## src/rtl/bus_xfer_ctrl.sv

```systemverilog
// bus_xfer_ctrl: queues register-transfer commands and expands each into a
// one-hot bus source enable followed by a one-hot destination load.
module bus_xfer_ctrl #(
    parameter int DEPTH = 4,
    parameter int AW    = 2
) (
    input  logic          clock,
    input  logic          clear,
    input  logic          cmd_valid,
    output logic          cmd_ready,
    input  logic [4:0]    cmd_src,
    input  logic [4:0]    cmd_dst,
    output logic [23:0]   src_out,
    output logic [23:0]   dst_in,
    output logic          busy,
    output logic          xfer_done,
    output logic          xfer_err,
    output logic [AW:0]   count
);

    typedef enum logic [1:0] {IDLE, DRIVE, LOAD, ERR} state_t;

    localparam logic [AW:0] FULL_CNT = (AW+1)'(DEPTH);
    localparam logic [4:0]  MAX_CODE = 5'd23;

    state_t        state, nextState;
    logic [9:0]    fifoMem [DEPTH];
    logic [AW-1:0] wrPtr, rdPtr;
    logic [AW:0]   occ;
    logic [4:0]    curSrc, curDst;
    logic [4:0]    headSrc, headDst;
    logic          doPush, doPop, headBad;

    assign headSrc   = fifoMem[rdPtr][9:5];
    assign headDst   = fifoMem[rdPtr][4:0];
    assign headBad   = (headSrc > MAX_CODE) || (headDst > MAX_CODE);
    // A full FIFO refuses a push even when a pop happens in the same cycle.
    assign doPush    = cmd_valid && (occ != FULL_CNT);
    // DRIVE is the only state that holds the current command without popping.
    assign doPop     = (occ != '0) && (state != DRIVE);
    assign cmd_ready = (occ != FULL_CNT);
    assign count     = occ;

    // Command storage; contents need no reset since occupancy gates reads.
    always_ff @(posedge clock) begin
        if (doPush && !clear) fifoMem[wrPtr] <= {cmd_src, cmd_dst};
    end

    // FIFO pointers and occupancy.
    always_ff @(posedge clock) begin
        if (clear) begin
            wrPtr <= '0;
            rdPtr <= '0;
            occ   <= '0;
        end else begin
            if (doPush) wrPtr <= wrPtr + 1'b1;
            if (doPop)  rdPtr <= rdPtr + 1'b1;
            occ <= occ + {{AW{1'b0}}, doPush} - {{AW{1'b0}}, doPop};
        end
    end

    // State and current-command registers; the head is latched on every pop.
    always_ff @(posedge clock) begin
        if (clear) begin
            state  <= IDLE;
            curSrc <= '0;
            curDst <= '0;
        end else begin
            state <= nextState;
            if (doPop) begin
                curSrc <= headSrc;
                curDst <= headDst;
            end
        end
    end

    // Next state: IDLE, LOAD and ERR all pop the next command if one is queued.
    always_comb begin
        nextState = state;
        case (state)
            DRIVE:   nextState = LOAD;
            default: begin
                if (occ != '0) nextState = headBad ? ERR : DRIVE;
                else           nextState = IDLE;
            end
        endcase
    end

    // Outputs decode from registers only; invalid commands never reach DRIVE/LOAD.
    always_comb begin
        src_out   = '0;
        dst_in    = '0;
        xfer_done = 1'b0;
        xfer_err  = 1'b0;
        busy      = (state != IDLE) || (occ != '0);
        case (state)
            DRIVE: src_out = 24'd1 << curSrc;
            LOAD: begin
                src_out   = 24'd1 << curSrc;
                dst_in    = 24'd1 << curDst;
                xfer_done = 1'b1;
            end
            ERR:     xfer_err = 1'b1;
            default: ;
        endcase
    end

endmodule

```

## config.mk

```make
export PLATFORM = sky130hd
export DESIGN_NAME = bus_xfer_ctrl
export DESIGN_NICKNAME = d
export VERILOG_FILES = /design/src/rtl/bus_xfer_ctrl.sv
export SDC_FILE = /design/constraint.sdc
export NUM_CORES = 1
export LEC_CHECK = 0
export ABC_AREA = 1
export BUFFER_PORTS_ARGS = -buffer_cell sky130_fd_sc_hd__buf_2
export CAP_MARGIN = 20
export CORE_MARGIN = 4
export CORE_UTILIZATION = 58
export CTS_CLUSTER_SIZE = 8
export DETAILED_ROUTE_END_ITERATION = 16
export GPL_TIMING_DRIVEN = 1
export PLACE_DENSITY_LB_ADDON = 0.05
export SLEW_MARGIN = 20
export SYNTH_ARGS = -nofsm -noshare
export SYNTH_HDL_FRONTEND = slang
export SYNTH_SLANG_ARGS = --single-unit
```

## constraint.sdc

```tcl
create_clock -name clock -period 3.58 [get_ports clock]
set_clock_uncertainty 0.1 [all_clocks]
set_input_delay 0.537 -clock clock [delete_from_list [all_inputs] [get_ports clock]]
set_output_delay 0.537 -clock clock [all_outputs]
set_load 0.02 [all_outputs]
```

=== Word-level counts from Yosys, hierarchy flattened ===
Memory sizes are Yosys's and may differ from the RTL's. A register that Yosys moved wholly into a read port is not among the register bits.
Cells that the tools add are included.

* Flip-flop bits (word level): 19
* Latch bits: 0
* RAM bits: 40
* Memory bits (read-only): 0
* Input bits: 13
* Output and inout bits: 55
* Word-level logic and storage cells: 43
* Memories kept: 1

{| class="wikitable"
|+ Memory list
! memory !! depth !! width !! rd ports !! clocked after Yosys merged registers in !! wr ports !! line !! text
|-
| fifoMem || 4 || 10 || 1 || 1 || 1 || 27 || <nowiki>logic [9:0] fifoMem [DEPTH];</nowiki>
|}

* Add/sub/neg operators: 4
* Multiply operators: 0
* Div/mod/pow operators: 0
* Magnitude comparators: 2
* Equal/unequal tests: 5
* Shift-type cells: 2
* Muxes and demuxes: 11
* Bitwise logic cells: 1
* Reduce and logical (&&, ||, !) cells: 10

{| class="wikitable"
|+ Operators by type and width
! kind !! count
|-
| 24-bit two-way mux || 2
|-
| 1-bit by 5-bit << shifter with 24-bit output (first input constant) || 2
|-
| 5-bit greater-than comparator (second input constant) || 2
|-
| 2-bit two-way mux || 5
|-
| 2-bit by 1-bit adder with 2-bit output (second input constant) || 2
|-
| 2-bit == test (second input constant) || 2
|-
| 1-bit two-way mux || 4
|-
| 3-bit by 1-bit adder with 3-bit output || 1
|-
| 1-bit logical AND || 3
|-
| 3-bit != test (second input constant) || 1
|-
| 3-bit nonzero test || 1
|-
| 3-bit OR reduction || 1
|-
| 3-bit by 1-bit subtractor with 3-bit output || 1
|-
| 2-bit by 1-bit == test with 1-bit output (second input constant) || 1
|-
| 1-bit logical OR || 2
|-
| 2-bit by 1-bit != test with 1-bit output (second input constant) || 1
|-
| 2-bit nonzero test || 1
|-
| 2-bit OR reduction || 1
|-
| 1-bit zero test || 1
|-
| 1-bit inverter || 1
|}

=== Longest topological paths before layout ===
* Word-level depth: 5
* Depth in mapped cells: 12
* Depth with buffers taken out: 11

=== Worst setup path before layout ===
OpenSTA, ideal clock, no wires.

* Kind: reg-to-output
* From: register state[0]
* To: output dst_in[10]
* Arrival time: 1.632 ns
* Required time: 2.943 ns
* Slack: 1.311 ns
* Stages on the path, launching flop included: 7
* Path through: dfxtp_1 > inv_1 > ha_1 > inv_1 > nor2_1 > nand2_1 > nor4_1

* Cells in the longest elaborated chain, start to end: 2

{| class="wikitable"
|+ RTL lines
! item !! line !! text
|-
| start, declared || 26 || <nowiki>state_t state, nextState;</nowiki>
|-
| start signal, assigned || 69 || <nowiki>state <= nextState;</nowiki>
|-
| 2-bit == test || 96 || <nowiki>case (state)</nowiki>
|-
| 24-bit two-way mux || 96 ||
|-
| end, declared || 14 || <nowiki>output logic [23:0] dst_in,</nowiki>
|}

No other way between the ends.

=== Final worst setup path ===
* From: register state[0]
* To: output src_out[10]

* Cells in the longest elaborated chain, start to end: 3
* Elaborated cells on any way between the ends: 4

{| class="wikitable"
|+ RTL lines
! item !! line !! text
|-
| 2-bit == test / 2-bit by 1-bit == test with 1-bit output (equally long branches) || 96 ||
|-
| 2-bit OR reduction (no line) * || - ||
|-
| 24-bit two-way mux * || - ||
|-
| end, declared || 13 || <nowiki>output logic [23:0] src_out,</nowiki>
|}

Every way passes the cells marked *; elsewhere a longest branch is shown, timed or not.

==> run_results.csv <==
group,metric,value,unit
yosys,ys_warn_count,0,
critical_path,worst-path-max-fanout,8,
job,maxCapViolCount,0,
floorplanning,die-height,78.90,um
placement,io_buffers,67,
critical_path,critPathRequiredTime,2.94,ns
clock_tree,cts_resized,0,
floorplanning,die_w,78.90,um
yosys,ys_async_sr_fraction,0,%
grt,grt.total_usage,20.62,%
clock_tree,numCtsBuffers,9,
yosys,netlist_area,2915,um^2
timing,finalHoldViolCount,0,
final_layout,nets,408,
yosys,synth_seq_cells,61,
grt,grt_max_degree,22,
clock_tree,clk_pin_slew,0.06,ns
power_and_ir_drop,p_sw,0.9768,mW
critical_path,worstSetupPathType,"reg2out",
floorplanning,rows,25,
final_layout,drive_gt1_share,21.85,%
timing,rsz0062_at_grt,"no",
placement,gp_congestion,0.7804,
yosys,synth_most_common_cell,"nor2_1",
power_and_ir_drop,seqPwrFrac,39.8,%
placement,hpwl,4261,um
clock_tree,clk_latency,0.33,ns
floorplanning,floorplan.initialDensity,60.92,%
yosys,yosysSeqAreaShare,55.62,%
routing,drtIter0Drc,113,
timing,fmax,410.1,MHz
critical_path,startpoint_type,"register",
yosys,synth.distinct_cells,25,
timing,whs,0.3246,ns
grt,antenna_found_initial,0,
timing,fin_tns_setup,0,ns
routing,drt-met1-wl,2686,um
hold_path,min_path_type,"in2reg",
routing,highest_layer,"met4",
yosys,syn-num-nets,343,
floorplanning,dieArea,6224,um^2
timing,finalMaxSlewViolations,0,
routing,wire_per_inst,12.55,um
yosys,synthTopCellsByArea,"edfxtp_1 (41%), dfxtp_1 (14%), nor2_1 (8.8%), inv_1 (5.4%), ha_1 (4.3%)",
timing,finalCriticalPeriod,2.439,ns
routing,routed_wl,5723,um
yosys,synth_top_area_share,41.20,%
timing,setup_viol,0,
clock_tree,cts_tree,"done",
yosys,synthTopCellsByCount,"nor2_1 (68), inv_1 (42), edfxtp_1 (40)",
yosys,synth_ff_type,"edfxtp_1",
power_and_ir_drop,switching_share,37.91,%
final_layout,area_growth,19.66,%
power_and_ir_drop,clock_power_share,27.1,%
routing,drtAntennaViolNets,0,
grt,grt_pass1_wl,9894,um
power_and_ir_drop,ir_drop,477.0,uV
power_and_ir_drop,power_leakage,1.529,nW
grt,grt_overflow,0,
timing,relSlewSlack,47.06,%
grt,grt_pass1_vias,2109,
status,status,"finished, final reports clean",
final_layout,fillers,393,
critical_path,crit_path_end_kind,"primary output",
clock_tree,postCtsSetupRepairBufs,0,
routing,viasPerCell,4.936,
routing,met3WireLength,369,um
critical_path,critical_path_arrival,1.80,ns
routing,drc,0,
yosys,yosysTopAreaCell,"edfxtp_1",
floorplanning,core,4786,um^2
power_and_ir_drop,cellInternalPower,1.600,mW
routing,vias,2251,
clock_tree,hold_buffers,0,
clock_tree,clock_sinks,61,
floorplanning,ios,68,
final_layout,n_antenna_cell,0,
yosys,syn_inst,319,
clock_tree,cts_root_buf,"clkbuf_8",
routing,drt_pass1_iterations,4,
power_and_ir_drop,powerDensity,738.6,nW/um^2
routing,route.met2.wl,2625,um
power_and_ir_drop,p_comb_share,33.1,%
yosys,avgSynthCellArea,9.139,um^2
timing,tightest_slew,0.7911,ns
yosys,synth_edf_count,40,
clock_tree,cts_htree_levels,3,
clock_tree,cts_max_path_buffers,2,
timing,finalCritPeriodShare,68.12,%
==> routing by layer <==
metal	track usage, %	vias up
li1	-	1215
met3	4.875	4
met1	27.12	969
met5	0	-
met2	32.43	63
met4	9.622	0
==> worst max-delay path: stages (launching register included) <==
cell	delay, ns
dfxtp_1	0.36
inv_1	0.07
ha_1	0.29
inv_1	0.04
nor2_1	0.11
nand2_1	0.16
nor4_1	0.23
buf_2	0.22
==> cell usage in the layout (no fill, tap or decap) <==
master | Yosys | layout
clkbuf_8 | 0 | 9
clkinv_1 | 3 | 4
clkinv_2 | 0 | 1
inv_2 | 2 | 2
clkbuf_1 | 1 | 2
nand4_1 | 16 | 16
nor2_1 | 68 | 68
fa_1 | 1 | 1
and3_1 | 1 | 1
a31oi_1 | 8 | 8
edfxtp_1 | 40 | 40
ha_1 | 10 | 10
a211oi_1 | 2 | 2
nor3_4 | 1 | 1
bufinv_16 | 0 | 3
nand2_1 | 31 | 31
inv_1 | 42 | 42
xnor2_1 | 1 | 1
o21ai_0 | 24 | 24
dfxtp_1 | 21 | 21
o21ai_1 | 1 | 1
nor4_1 | 16 | 16
a21oi_1 | 6 | 6
nor2_4 | 1 | 1
nand3_1 | 10 | 10
nand2_4 | 1 | 1
buf_2 | 10 | 67
==> cell families (layout without fill, tap and decap cells) <==
| group | count (synthesis) | count (layout) | share of synthesized area (%) |
|---|---|---|---|
| AO/OA/AOI/OAI | 41 | 41 | 7.554 |
| XOR/XNOR | 1 | 1 | 0.3005 |
| adder cells (fa/ha/maj) | 11 | 11 | 4.979 |
| buffers and inverters | 60 | 130 | 8.669 |
| flip-flops | 61 | 61 | 55.62 |
| AND/OR/NAND/NOR | 145 | 145 | 22.88 |
==> final timing paths <==
kind         startpoint            end  slack (ns)  cells after the start
min reg2reg    rdPtr[0]       rdPtr[0]        0.42                      2
max reg2reg    state[1]       count[2]        1.24                     11
min          cmd_dst[1]  fifoMem[2][1]        0.32                      1
max            state[0]    src_out[10]        1.14                      7
==> registers in the layout (all words and copies together) (netlist names), named ones only <==
name	flops
wrPtr	2
fifoMem	40
rdPtr	2
count	3
curSrc	5
curDst	5
state	2
==> final cells by class <==
cell class	count	area, um^2	area share (%)
sequential	61	1622	46.49
multi-input combinational	198	1041	29.84
timing repair buffer	67	335.3	9.613
inverter	47	176.4	5.057
clock buffer	11	131.4	3.766
clock inverter	5	98.84	2.834
tap	67	83.83	2.403
==> power by group through the flow <==
| stage | sequential, mW | clock (mW) | combinational [mW] |
|---|---|---|---|
| detailed placement | 1.04 | 0 | 0.841 |
| finish | 1.03 | 0.699 | 0.852 |
| CTS | 1.03 | 0.713 | 0.860 |
| floorplan | 0.949 | 0 | 0.759 |
| global route | 1.05 | 0.753 | 1.00 |
| global placement | 1.04 | 0 | 0.828 |
==> metrics by stage <==
step                      worst slack (ns)  total power, mW  area, um^2  instances  util (%)
after detailed placement             1.252            1.880        3258        440     68.08
after floorplan                      1.311            1.709        2915        319         -
after CTS                            1.115            2.599        3488        456     72.89
after global routing                0.8424            2.803        3488        456     72.89
final                                1.141            2.576        3488        456     72.89
after global placement               1.278            1.863        3258        440     68.08
(Power assumes the default switching activity.)
